**src/rtl/mem_stage_lsu_if.sv**
```systemverilog
// Data-memory request/grant/rvalid bus between the load/store unit and memory.
// The LSU is the master; the memory (or bench) is the slave.
interface mem_stage_lsu_if #(
  parameter int N = 32
);
  localparam int NB = N / 8;

  logic          dmem_req;
  logic          dmem_we;
  logic [N-1:0]  dmem_addr;
  logic [NB-1:0] dmem_be;
  logic [N-1:0]  dmem_wdata;
  logic          dmem_gnt;
  logic          dmem_rvalid;
  logic [N-1:0]  dmem_rdata;

  modport master (
    output dmem_req, dmem_we, dmem_addr, dmem_be, dmem_wdata,
    input  dmem_gnt, dmem_rvalid, dmem_rdata
  );

  modport slave (
    input  dmem_req, dmem_we, dmem_addr, dmem_be, dmem_wdata,
    output dmem_gnt, dmem_rvalid, dmem_rdata
  );
endinterface

```
**src/rtl/mem_stage_lsu.sv**
```systemverilog
// Memory stage: branch/jump resolution, data-memory access with byte enables,
// load extension and the MEM/WB register.
//
// state  | meaning
// S_IDLE | accepting a new EX/MEM instruction; memory ops request combinationally
// S_REQ  | request issued but not yet granted; fields held by the upstream stall
// S_WAIT | load granted, waiting for rvalid
module mem_stage_lsu #(
  parameter int N  = 32,
  parameter int RW = 5
) (
  input  logic            clk,
  input  logic            rst,
  input  logic            ex_valid,
  input  logic            ex_flush,
  input  logic            branch_en,
  input  logic            jump_en,
  input  logic [2:0]      funct3,
  input  logic            zero,
  input  logic            lt,
  input  logic            ltu,
  input  logic            mem_rd_en,
  input  logic            mem_wr_en,
  input  logic [N-1:0]    ALUres,
  input  logic [N-1:0]    store_data,
  input  logic [N-1:0]    NPCin,
  input  logic [N-1:0]    IMMin,
  input  logic [RW-1:0]   rd_in,
  input  logic            reg_wr_in,
  output logic            PC_sel,
  output logic            stall_out,
  mem_stage_lsu_if.master dmem,
  output logic            wb_valid,
  output logic [N-1:0]    ALUout,
  output logic [N-1:0]    NPCout,
  output logic [N-1:0]    IMMout,
  output logic [N-1:0]    wb_load,
  output logic [RW-1:0]   wb_rd,
  output logic            wb_reg_wr,
  output logic            wb_is_load,
  output logic            wb_err
);
  localparam int NB = N / 8;
  localparam int OW = $clog2(NB);

  typedef enum logic [1:0] {S_IDLE, S_REQ, S_WAIT} state_e;
  state_e state_q, state_d;

  logic [1:0]    size;
  logic [OW-1:0] off;
  logic          is_mem, go, cond, misaligned, illegal, acc_err;
  logic          retire, req, stall;
  logic [NB-1:0] be_mask;
  logic [N-1:0]  ld_sh, ld_mask, ld_top, ld_ext;

  assign size   = funct3[1:0];
  assign off    = ALUres[OW-1:0];
  assign is_mem = mem_rd_en | mem_wr_en;
  assign go     = ex_valid & ~ex_flush;

  always_comb begin
    case (funct3)
      3'b000:  cond = zero;
      3'b001:  cond = ~zero;
      3'b100:  cond = lt;
      3'b101:  cond = ~lt;
      3'b110:  cond = ltu;
      3'b111:  cond = ~ltu;
      default: cond = 1'b0;
    endcase
  end

  assign PC_sel = go & (state_q == S_IDLE) & (jump_en | (branch_en & cond));

  // Doubleword and lwu only exist on the 64-bit datapath.
  assign misaligned = |(off & OW'((4'd1 << size) - 4'd1));
  assign illegal    = (N == 32) & ((size == 2'b11) | (mem_rd_en & (funct3 == 3'b110)));
  assign acc_err    = is_mem & (misaligned | illegal);

  always_comb begin
    case (size)
      2'b00:   be_mask = NB'(1);
      2'b01:   be_mask = NB'(3);
      2'b10:   be_mask = NB'(15);
      default: be_mask = '1;
    endcase
  end

  assign dmem.dmem_req   = req;
  assign dmem.dmem_we    = mem_wr_en;
  assign dmem.dmem_addr  = ALUres & ~N'(NB - 1);
  assign dmem.dmem_be    = be_mask << off;
  assign dmem.dmem_wdata = store_data << {off, 3'b000};

  always_comb begin
    case (size)
      2'b00:   ld_mask = N'(32'hFF);
      2'b01:   ld_mask = N'(32'hFFFF);
      2'b10:   ld_mask = N'(32'hFFFF_FFFF);
      default: ld_mask = '1;
    endcase
  end

  // ld_top isolates the sign bit of the selected access size.
  assign ld_sh  = dmem.dmem_rdata >> {off, 3'b000};
  assign ld_top = ld_mask & ~(ld_mask >> 1);
  assign ld_ext = (ld_sh & ld_mask) | ((~funct3[2] & |(ld_sh & ld_top)) ? ~ld_mask : '0);

  always_comb begin
    state_d = state_q;
    retire  = 1'b0;
    req     = 1'b0;
    stall   = 1'b0;
    case (state_q)
      S_IDLE: begin
        if (go) begin
          if (!is_mem || acc_err) begin
            retire = 1'b1;
          end else begin
            req = 1'b1;
            if (dmem.dmem_gnt) begin
              if (mem_wr_en) retire = 1'b1;
              else begin
                stall   = 1'b1;
                state_d = S_WAIT;
              end
            end else begin
              stall   = 1'b1;
              state_d = S_REQ;
            end
          end
        end
      end
      S_REQ: begin
        req   = 1'b1;
        stall = 1'b1;
        if (dmem.dmem_gnt) begin
          if (mem_wr_en) begin
            retire  = 1'b1;
            stall   = 1'b0;
            state_d = S_IDLE;
          end else begin
            state_d = S_WAIT;
          end
        end
      end
      S_WAIT: begin
        stall = ~dmem.dmem_rvalid;
        if (dmem.dmem_rvalid) begin
          retire  = 1'b1;
          state_d = S_IDLE;
        end
      end
      default: state_d = S_IDLE;
    endcase
  end

  assign stall_out = stall;

  always_ff @(posedge clk) begin
    if (!rst) begin
      state_q    <= S_IDLE;
      wb_valid   <= 1'b0;
      ALUout     <= '0;
      NPCout     <= '0;
      IMMout     <= '0;
      wb_load    <= '0;
      wb_rd      <= '0;
      wb_reg_wr  <= 1'b0;
      wb_is_load <= 1'b0;
      wb_err     <= 1'b0;
    end else begin
      state_q  <= state_d;
      wb_valid <= retire;
      if (retire) begin
        ALUout     <= ALUres;
        NPCout     <= NPCin;
        IMMout     <= IMMin;
        wb_load    <= ld_ext;
        wb_rd      <= rd_in;
        wb_reg_wr  <= reg_wr_in & ~acc_err;
        wb_is_load <= mem_rd_en;
        wb_err     <= acc_err;
      end else begin
        wb_reg_wr  <= 1'b0;
      end
    end
  end
endmodule
```
**src/flat_wrapper.sv**
```systemverilog
// flat-port wrapper written by rule: the top's interface ports become plain ports
module mem_stage_lsu_flat 
#(
  parameter int N  = 32,
  parameter int RW = 5
)
  (clk, rst, ex_valid, ex_flush, branch_en, jump_en, funct3, zero, lt, ltu, mem_rd_en, mem_wr_en, ALUres, store_data, NPCin, IMMin, rd_in, reg_wr_in, PC_sel, stall_out, wb_valid, ALUout, NPCout, IMMout, wb_load, wb_rd, wb_reg_wr, wb_is_load, wb_err, dmem_dmem_req, dmem_dmem_we, dmem_dmem_addr, dmem_dmem_be, dmem_dmem_wdata, dmem_dmem_gnt, dmem_dmem_rvalid, dmem_dmem_rdata);
  mem_stage_lsu_if #(.N(N)) dmem_i ();
  input  logic clk;
  input  logic rst;
  input  logic ex_valid;
  input  logic ex_flush;
  input  logic branch_en;
  input  logic jump_en;
  input  logic [2:0] funct3;
  input  logic zero;
  input  logic lt;
  input  logic ltu;
  input  logic mem_rd_en;
  input  logic mem_wr_en;
  input  logic [N-1:0] ALUres;
  input  logic [N-1:0] store_data;
  input  logic [N-1:0] NPCin;
  input  logic [N-1:0] IMMin;
  input  logic [RW-1:0] rd_in;
  input  logic reg_wr_in;
  output logic PC_sel;
  output logic stall_out;
  output logic wb_valid;
  output logic [N-1:0] ALUout;
  output logic [N-1:0] NPCout;
  output logic [N-1:0] IMMout;
  output logic [N-1:0] wb_load;
  output logic [RW-1:0] wb_rd;
  output logic wb_reg_wr;
  output logic wb_is_load;
  output logic wb_err;
  output wire logic [$bits(dmem_i.dmem_req)-1:0] dmem_dmem_req;
  output wire logic [$bits(dmem_i.dmem_we)-1:0] dmem_dmem_we;
  output wire logic [$bits(dmem_i.dmem_addr)-1:0] dmem_dmem_addr;
  output wire logic [$bits(dmem_i.dmem_be)-1:0] dmem_dmem_be;
  output wire logic [$bits(dmem_i.dmem_wdata)-1:0] dmem_dmem_wdata;
  input wire logic [$bits(dmem_i.dmem_gnt)-1:0] dmem_dmem_gnt;
  input wire logic [$bits(dmem_i.dmem_rvalid)-1:0] dmem_dmem_rvalid;
  input wire logic [$bits(dmem_i.dmem_rdata)-1:0] dmem_dmem_rdata;
  assign dmem_dmem_req = dmem_i.dmem_req;
  assign dmem_dmem_we = dmem_i.dmem_we;
  assign dmem_dmem_addr = dmem_i.dmem_addr;
  assign dmem_dmem_be = dmem_i.dmem_be;
  assign dmem_dmem_wdata = dmem_i.dmem_wdata;
  assign dmem_i.dmem_gnt = dmem_dmem_gnt;
  assign dmem_i.dmem_rvalid = dmem_dmem_rvalid;
  assign dmem_i.dmem_rdata = dmem_dmem_rdata;
  mem_stage_lsu #(.N(N), .RW(RW)) u_core (.clk(clk), .rst(rst), .ex_valid(ex_valid), .ex_flush(ex_flush), .branch_en(branch_en), .jump_en(jump_en), .funct3(funct3), .zero(zero), .lt(lt), .ltu(ltu), .mem_rd_en(mem_rd_en), .mem_wr_en(mem_wr_en), .ALUres(ALUres), .store_data(store_data), .NPCin(NPCin), .IMMin(IMMin), .rd_in(rd_in), .reg_wr_in(reg_wr_in), .PC_sel(PC_sel), .stall_out(stall_out), .dmem(dmem_i), .wb_valid(wb_valid), .ALUout(ALUout), .NPCout(NPCout), .IMMout(IMMout), .wb_load(wb_load), .wb_rd(wb_rd), .wb_reg_wr(wb_reg_wr), .wb_is_load(wb_is_load), .wb_err(wb_err));
endmodule
```
**config.mk**
```make
export PLATFORM = sky130hd
export DESIGN_NAME = mem_stage_lsu_flat
export DESIGN_NICKNAME = d
export VERILOG_FILES = /design/src/rtl/mem_stage_lsu_if.sv /design/src/rtl/mem_stage_lsu.sv /design/src/flat_wrapper.sv
export SDC_FILE = /design/constraint.sdc
export NUM_CORES = 1
export LEC_CHECK = 0
export CELL_PAD_IN_SITES_DETAIL_PLACEMENT = 1
export CELL_PAD_IN_SITES_GLOBAL_PLACEMENT = 1
export CORE_MARGIN = 5
export CORE_UTILIZATION = 28
export DETAILED_ROUTE_END_ITERATION = 10
export MAX_ROUTING_LAYER = met4
export PLACE_DENSITY = 0.85
export SLEW_MARGIN = 30
export SYNTH_ARGS = -nofsm -noshare
export SYNTH_HDL_FRONTEND = slang
export SYNTH_SLANG_ARGS = --single-unit
```
**constraint.sdc**
```tcl
create_clock -name clk -period 9.3 [get_ports clk]
set_input_delay 2.79 -clock clk [delete_from_list [all_inputs] [get_ports clk]]
set_output_delay 2.79 -clock clk [all_outputs]
set_load 0.02 [all_outputs]
```
# Word-level counts from Yosys, hierarchy flattened
# Index checks and enable logic that the tools add are counted.
# op_classes
n_mux,26
n_shift,4
n_reduce_logical,9
bitwise,26
order_cmp,0
eq_ne,14
div,0
multipliers,0
add_sub_neg,1
# ops
operator,count
bitwise AND 32 bit,3
case mux 32 bit (2 select lines),1
2-to-1 mux 32 bit,1
NOT 31 -> 32 bit,1
NOT 32 bit,1
bitwise OR 32 bit,1
OR reduction 32 bit,1
left shift 32 x 5 -> 32 bit,1
>> shifter 32 x 5 -> 32 bit,1
2-to-1 mux 2 bit,7
== test 3 bit (second input constant),4
2-to-1 mux 1 bit,11
bitwise AND 1 bit,8
case mux 4 bit (2 select lines),1
NOT 1 bit,7
inequality test 2 bit (second input constant),3
case mux 1 bit (3 select lines),2
case mux 1 bit (6 select lines),1
case mux 2 bit (3 select lines),1
AND reduction 5 bit,1
== test 2 x 1 -> 1 bit (second input constant),2
== test 2 bit (second input constant),2
logical NOT 2 bit,2
bitwise OR 1 bit,4
13 further kinds,13
# totals
latchBits,0
romBits,0
output_inout_bits,209
n_memories,0
ff_bits,139
mem_bits_rw,0
in_bits,182

# Logic depth before layout (Yosys ltp)
# Gate-level depths: netlist of the first run.
# depth
word_depth,11
mapped_depth,11
depth_no_buf,8

# Worst setup path before layout of the first run
# Ideal clock, no wire load.
# synth_timing
path_kind,input -> output
from,in funct3[0]
to,out stall_out
arrival_ns,4.828
path_buffers,1
slack_ns,1.682
stages,9
cell_sequence,buf_2 -> nor2_1 -> inv_1 -> ha_1 -> nor2b_1 -> a2111oi_4 -> a31oi_1 -> nor2_1 -> a21o_1
# synth_between
elab_chain_cells,10
# synth_rtl
item,line_no,text
start: declaration,flat_wrapper.sv:15,input logic [2:0] funct3;
left shift 1 x 2 -> 2 bit,mem_stage_lsu.sv:76,assign misaligned = |(off & OW'((4'd1 << size) - 4'd1));
subtractor 2 x 1 -> 2 bit,mem_stage_lsu.sv:76,
bitwise AND 2 bit,mem_stage_lsu.sv:76,
OR reduction 2 bit,mem_stage_lsu.sv:76,
bitwise OR 1 bit *,mem_stage_lsu.sv:78,assign acc_err = is_mem & (misaligned | illegal);
bitwise AND 1 bit *,mem_stage_lsu.sv:78,
logical OR 1 bit *,mem_stage_lsu.sv:117,if (!is_mem || acc_err) begin
2-to-1 mux 1 bit *,mem_stage_lsu.sv:117,
2-to-1 mux 1 bit *,mem_stage_lsu.sv:116,if (go) begin
case mux 1 bit (3 select lines) *,mem_stage_lsu.sv:114,case (state_q)
end: declaration,flat_wrapper.sv:28,output logic stall_out;
# Every way passes the cells marked *; elsewhere a longest branch is shown, timed or not.

# Final worst setup path of the first run
# Ends and elaborated chain as after synthesis.

==> flow_summary.ini, run 1 <==
[outcome]
status = finished, final reports clean

[yosys]
ys_seq_area_share_pct = 41.6
yosys_warnings = 0
synth_common_cells = nand2_1 (251), dfxtp_1 (139), a21boi_1 (102)
ys_types = 45
async_reset_ff_share_pct = 0
ys_top_cells_by_area = dfxtp_1 (42%), nand2_1 (14%), a21boi_1 (11%)
postSynthAreaPerCell_um2 = 8.22
yosysMostFrequentCell = nand2_1
netlist_area_um2 = 6690
ys_seq_elements = 139
netlist.area_leader.share_pct = 41.6
syn_inst = 814
synth_ff_type = dfxtp_1
synth_edf_count = 0
synth_top_area_cell = dfxtp_1

[die]
start_util_pct = 28.5
die_h_um = 165
ios = 391
die_area_um2 = 27100
rows = 56
die_w_um = 165
core_um2 = 23500

[power]
seq_power_share_pct = 36.4
internal_power_w = 0.00127
p_sw_w = 0.000525
p_leak_nw = 4.07
ir_worst_vdd_mv = 0.0856
powerDensity_nw_per_um2 = 163
p_comb_share_pct = 24.7
p_total_w = 0.00180
p_sw_share_pct = 29.2
clockPowerShare_pct = 38.9

[hold_path]
hold_end = u_core.ALUout[14]$_SDFFE_PN0P_
worstHoldStart = u_core.ALUout[14]$_SDFFE_PN0P_
whs_path_depth = 2
hold_class = flop to flop

[detailed_routing]
wl_per_cell_um = 19.1
viasPerCell = 4.72
drcViolationCount = 0
drt_iter0_drc = 262
wirelength_mm = 27.9
dr.pass1.iters = 4
vias = 6914
ant_nets = 0

[critical_path]
startpoint_type = input pin
crit_type = input pin to output port
worstPathCellList = clkdlybuf4s50_1 -> nor2_1 -> buf_4 -> inv_1 -> ha_1 -> nor2b_1 -> a2111oi_4 -> a31oi_1 -> nor2_1 -> a21o_1 -> clkdlybuf4s50_1
r2r-start = u_core.state_q[1]$_SDFFE_PN0P_
worst-endpoint-required_ns = 6.51
r2r_cells = 6
crit_slowest_cell = clkdlybuf4s50_1
worst_path_largest_cell_delay_ns = 0.62
reg2reg_to = u_core.wb_load[29]$_SDFFE_PN0P_
ff2ff_setup_slack_ns = 6.55
crit_path_end_kind = output port
arrival_ns = 5.76
crit_fanout = 11

[clocking]
h-tree-depth = 4
cts-buffers-inserted = 17
cts_tree = yes
cts_root_buf = clkbuf_16
cts_setup_buffers = 0
clock_sinks = 139
clk_latency_ns = 0.41
cts.repair.resized = 0
hold_buffers = 0
cts.reportedPaths.clkPinSlew_ns = 0.06
clockBufferDepth = 2

[timing]
setup_viol = 0
drv_slew = 0
fmaxAchievable_ghz = 0.117
fin_crit_sh_pct = 91.9
fin_worst_skew_ns = 0.0114
finalSetupTns_ns = 0
worst_pin_slew_ns = 0.828
period_minus_slack_ns = 8.55
hold_viol = 0
slew_headroom_pct = 44.5
grt_setup_unrepaired = false

[placement]
gp_congestion = 0.826
io_buffers = 388
dp_hpwl_mm = 21.6

[run]
max-cap-violations = 0

[finish]
final_nets = 1316
n_antenna_cell = 0
drive_above_1_share_pct = 5.50
area_growth_syn_to_layout_pct = 64.7

[global_route]
grt_pass1_vias = 7341
grt_pass1_wl_mm = 41.4
grt_max_degree = 80
gr-total-overflow = 0
grtUsageTotal_pct = 20.2
antenna_found_initial = 0
-- cell families (layout without fill, tap and decap cells) --
logic type | count (synthesis) | in the layout | share of synthesized area, %
buf+inv | 100 | 430 | 9.48
xor+xnor | 3 | 3 | 0.393
mux | 41 | 41 | 6.28
other cells | 1 | 2 | 0.0561
compound gates | 210 | 210 | 22.2
fa+ha+maj | 1 | 1 | 0.187
flops | 139 | 139 | 41.6
simple gates | 319 | 319 | 19.8
-- metal layers --
layer | routed length, um | part of all wire, % | up-vias | global-route usage (%)
met1 | 10600 | 38 | 3274 | 21.4
met3 | 2210 | 7.9 | 36 | 5.89
met5 | 0 | 0 | - | -
li1 | - | - | 3319 | -
met4 | 707 | 2.5 | 0 | 6.62
met2 | 14400 | 51 | 285 | 36.2
-- power by group through the flow --
stage | Clock [W] | Combinational [W] | Sequential (W)
3_3_place_gp | 0 | 0.000443 | 0.000666
2_1_floorplan | 0 | 0.000177 | 0.000713
4_1_cts | 0.000722 | 0.000452 | 0.000655
6_report | 0.000699 | 0.000445 | 0.000655
5_1_grt | 0.000747 | 0.000477 | 0.000660
3_5_place_dp | 0 | 0.000450 | 0.000669
-- layout by cell type (no fill, tap or decap), types with 2 or more instances in the layout --
cell type | synthesis | routed
a21boi_0 | 9 | 9
inv_1 | 3 | 3
buf_2 | 21 | 2
clkinv_4 | 0 | 3
nor4b_1 | 2 | 2
nand3b_1 | 2 | 2
nor3b_1 | 2 | 2
nand2b_1 | 3 | 3
clkinv_2 | 0 | 2
bufinv_16 | 0 | 3
nand3_1 | 9 | 9
a21boi_1 | 102 | 102
clkinvlp_4 | 0 | 3
mux2_2 | 8 | 8
dfxtp_1 | 139 | 139
mux2i_1 | 33 | 33
o221a_2 | 8 | 8
xnor2_1 | 2 | 2
clkbuf_16 | 0 | 17
and2_1 | 9 | 9
nor2b_1 | 10 | 10
o21a_1 | 3 | 3
buf_4 | 39 | 9
o211ai_1 | 7 | 7
conb_1 | 1 | 2
a211oi_1 | 10 | 10
a21oi_1 | 27 | 27
o21ai_0 | 34 | 34
nand2_1 | 251 | 251
clkdlybuf4s50_1 | 0 | 385
nor2_1 | 25 | 25
a21o_1 | 3 | 3
-- registers in the layout (all words and copies together) (netlist names) --
name               flops
u_core.ALUout         32
u_core.IMMout         32
u_core.NPCout         32
u_core.state_q         2
u_core.wb_err          1
u_core.wb_is_load      1
u_core.wb_load        32
u_core.wb_rd           5
u_core.wb_reg_wr       1
u_core.wb_valid        1
-- per-stage QoR --
step	std cells	setup slack [ns]	area, um2	hold WS [ns]	util [%]
final	1464	0.751	11000	0.448	46.9
after global routing	1464	0.582	11000	0.466	46.9
after CTS	1464	0.733	11000	0.452	46.9
after detailed placement	1433	0.736	10400	0.443	44.4
after global placement	1433	0.800	10400	0.436	44.4
after floorplan	815	1.68	6690	0.498	-
-- critical path: cells and delay by family --
kind | cells | cell delay, ns
AO/OA/AOI/OAI | 3 | 0.73
adder cells (fa/ha/maj) | 1 | 0.28
buffers and inverters | 4 | 1.50
AND/OR/NAND/NOR | 3 | 0.45
-- final cells by class --
| type | count | area [um2] |
|---|---|---|
| inverter | 3 | 11.3 |
| sequential | 139 | 2780 |
| timing repair buffer | 396 | 3930 |
| multi-input combinational | 576 | 3290 |
| clock buffer | 18 | 429 |
| fill | 2740 | 12500 |
| clock inverter | 13 | 169 |
| tap | 319 | 399 |
-- worst max path at each step --
| stage | start | to | slack (ns) |
|---|---|---|---|
| floorplan | funct3[0] | stall_out | 1.68 |
| finish | funct3[0] | stall_out | 0.75 |
| global placement | funct3[0] | stall_out | 0.80 |
| global route | funct3[0] | stall_out | 0.58 |
| CTS | funct3[0] | stall_out | 0.73 |
| detailed placement | funct3[0] | stall_out | 0.74 |
(Power assumes the default switching activity.)
==> inputs of run 2 (changes only) <==
- SLEW_MARGIN: 30 -> 40
==> results of run 2 <==
No change in the layout: final DEF, timing and power equal those of run 1.
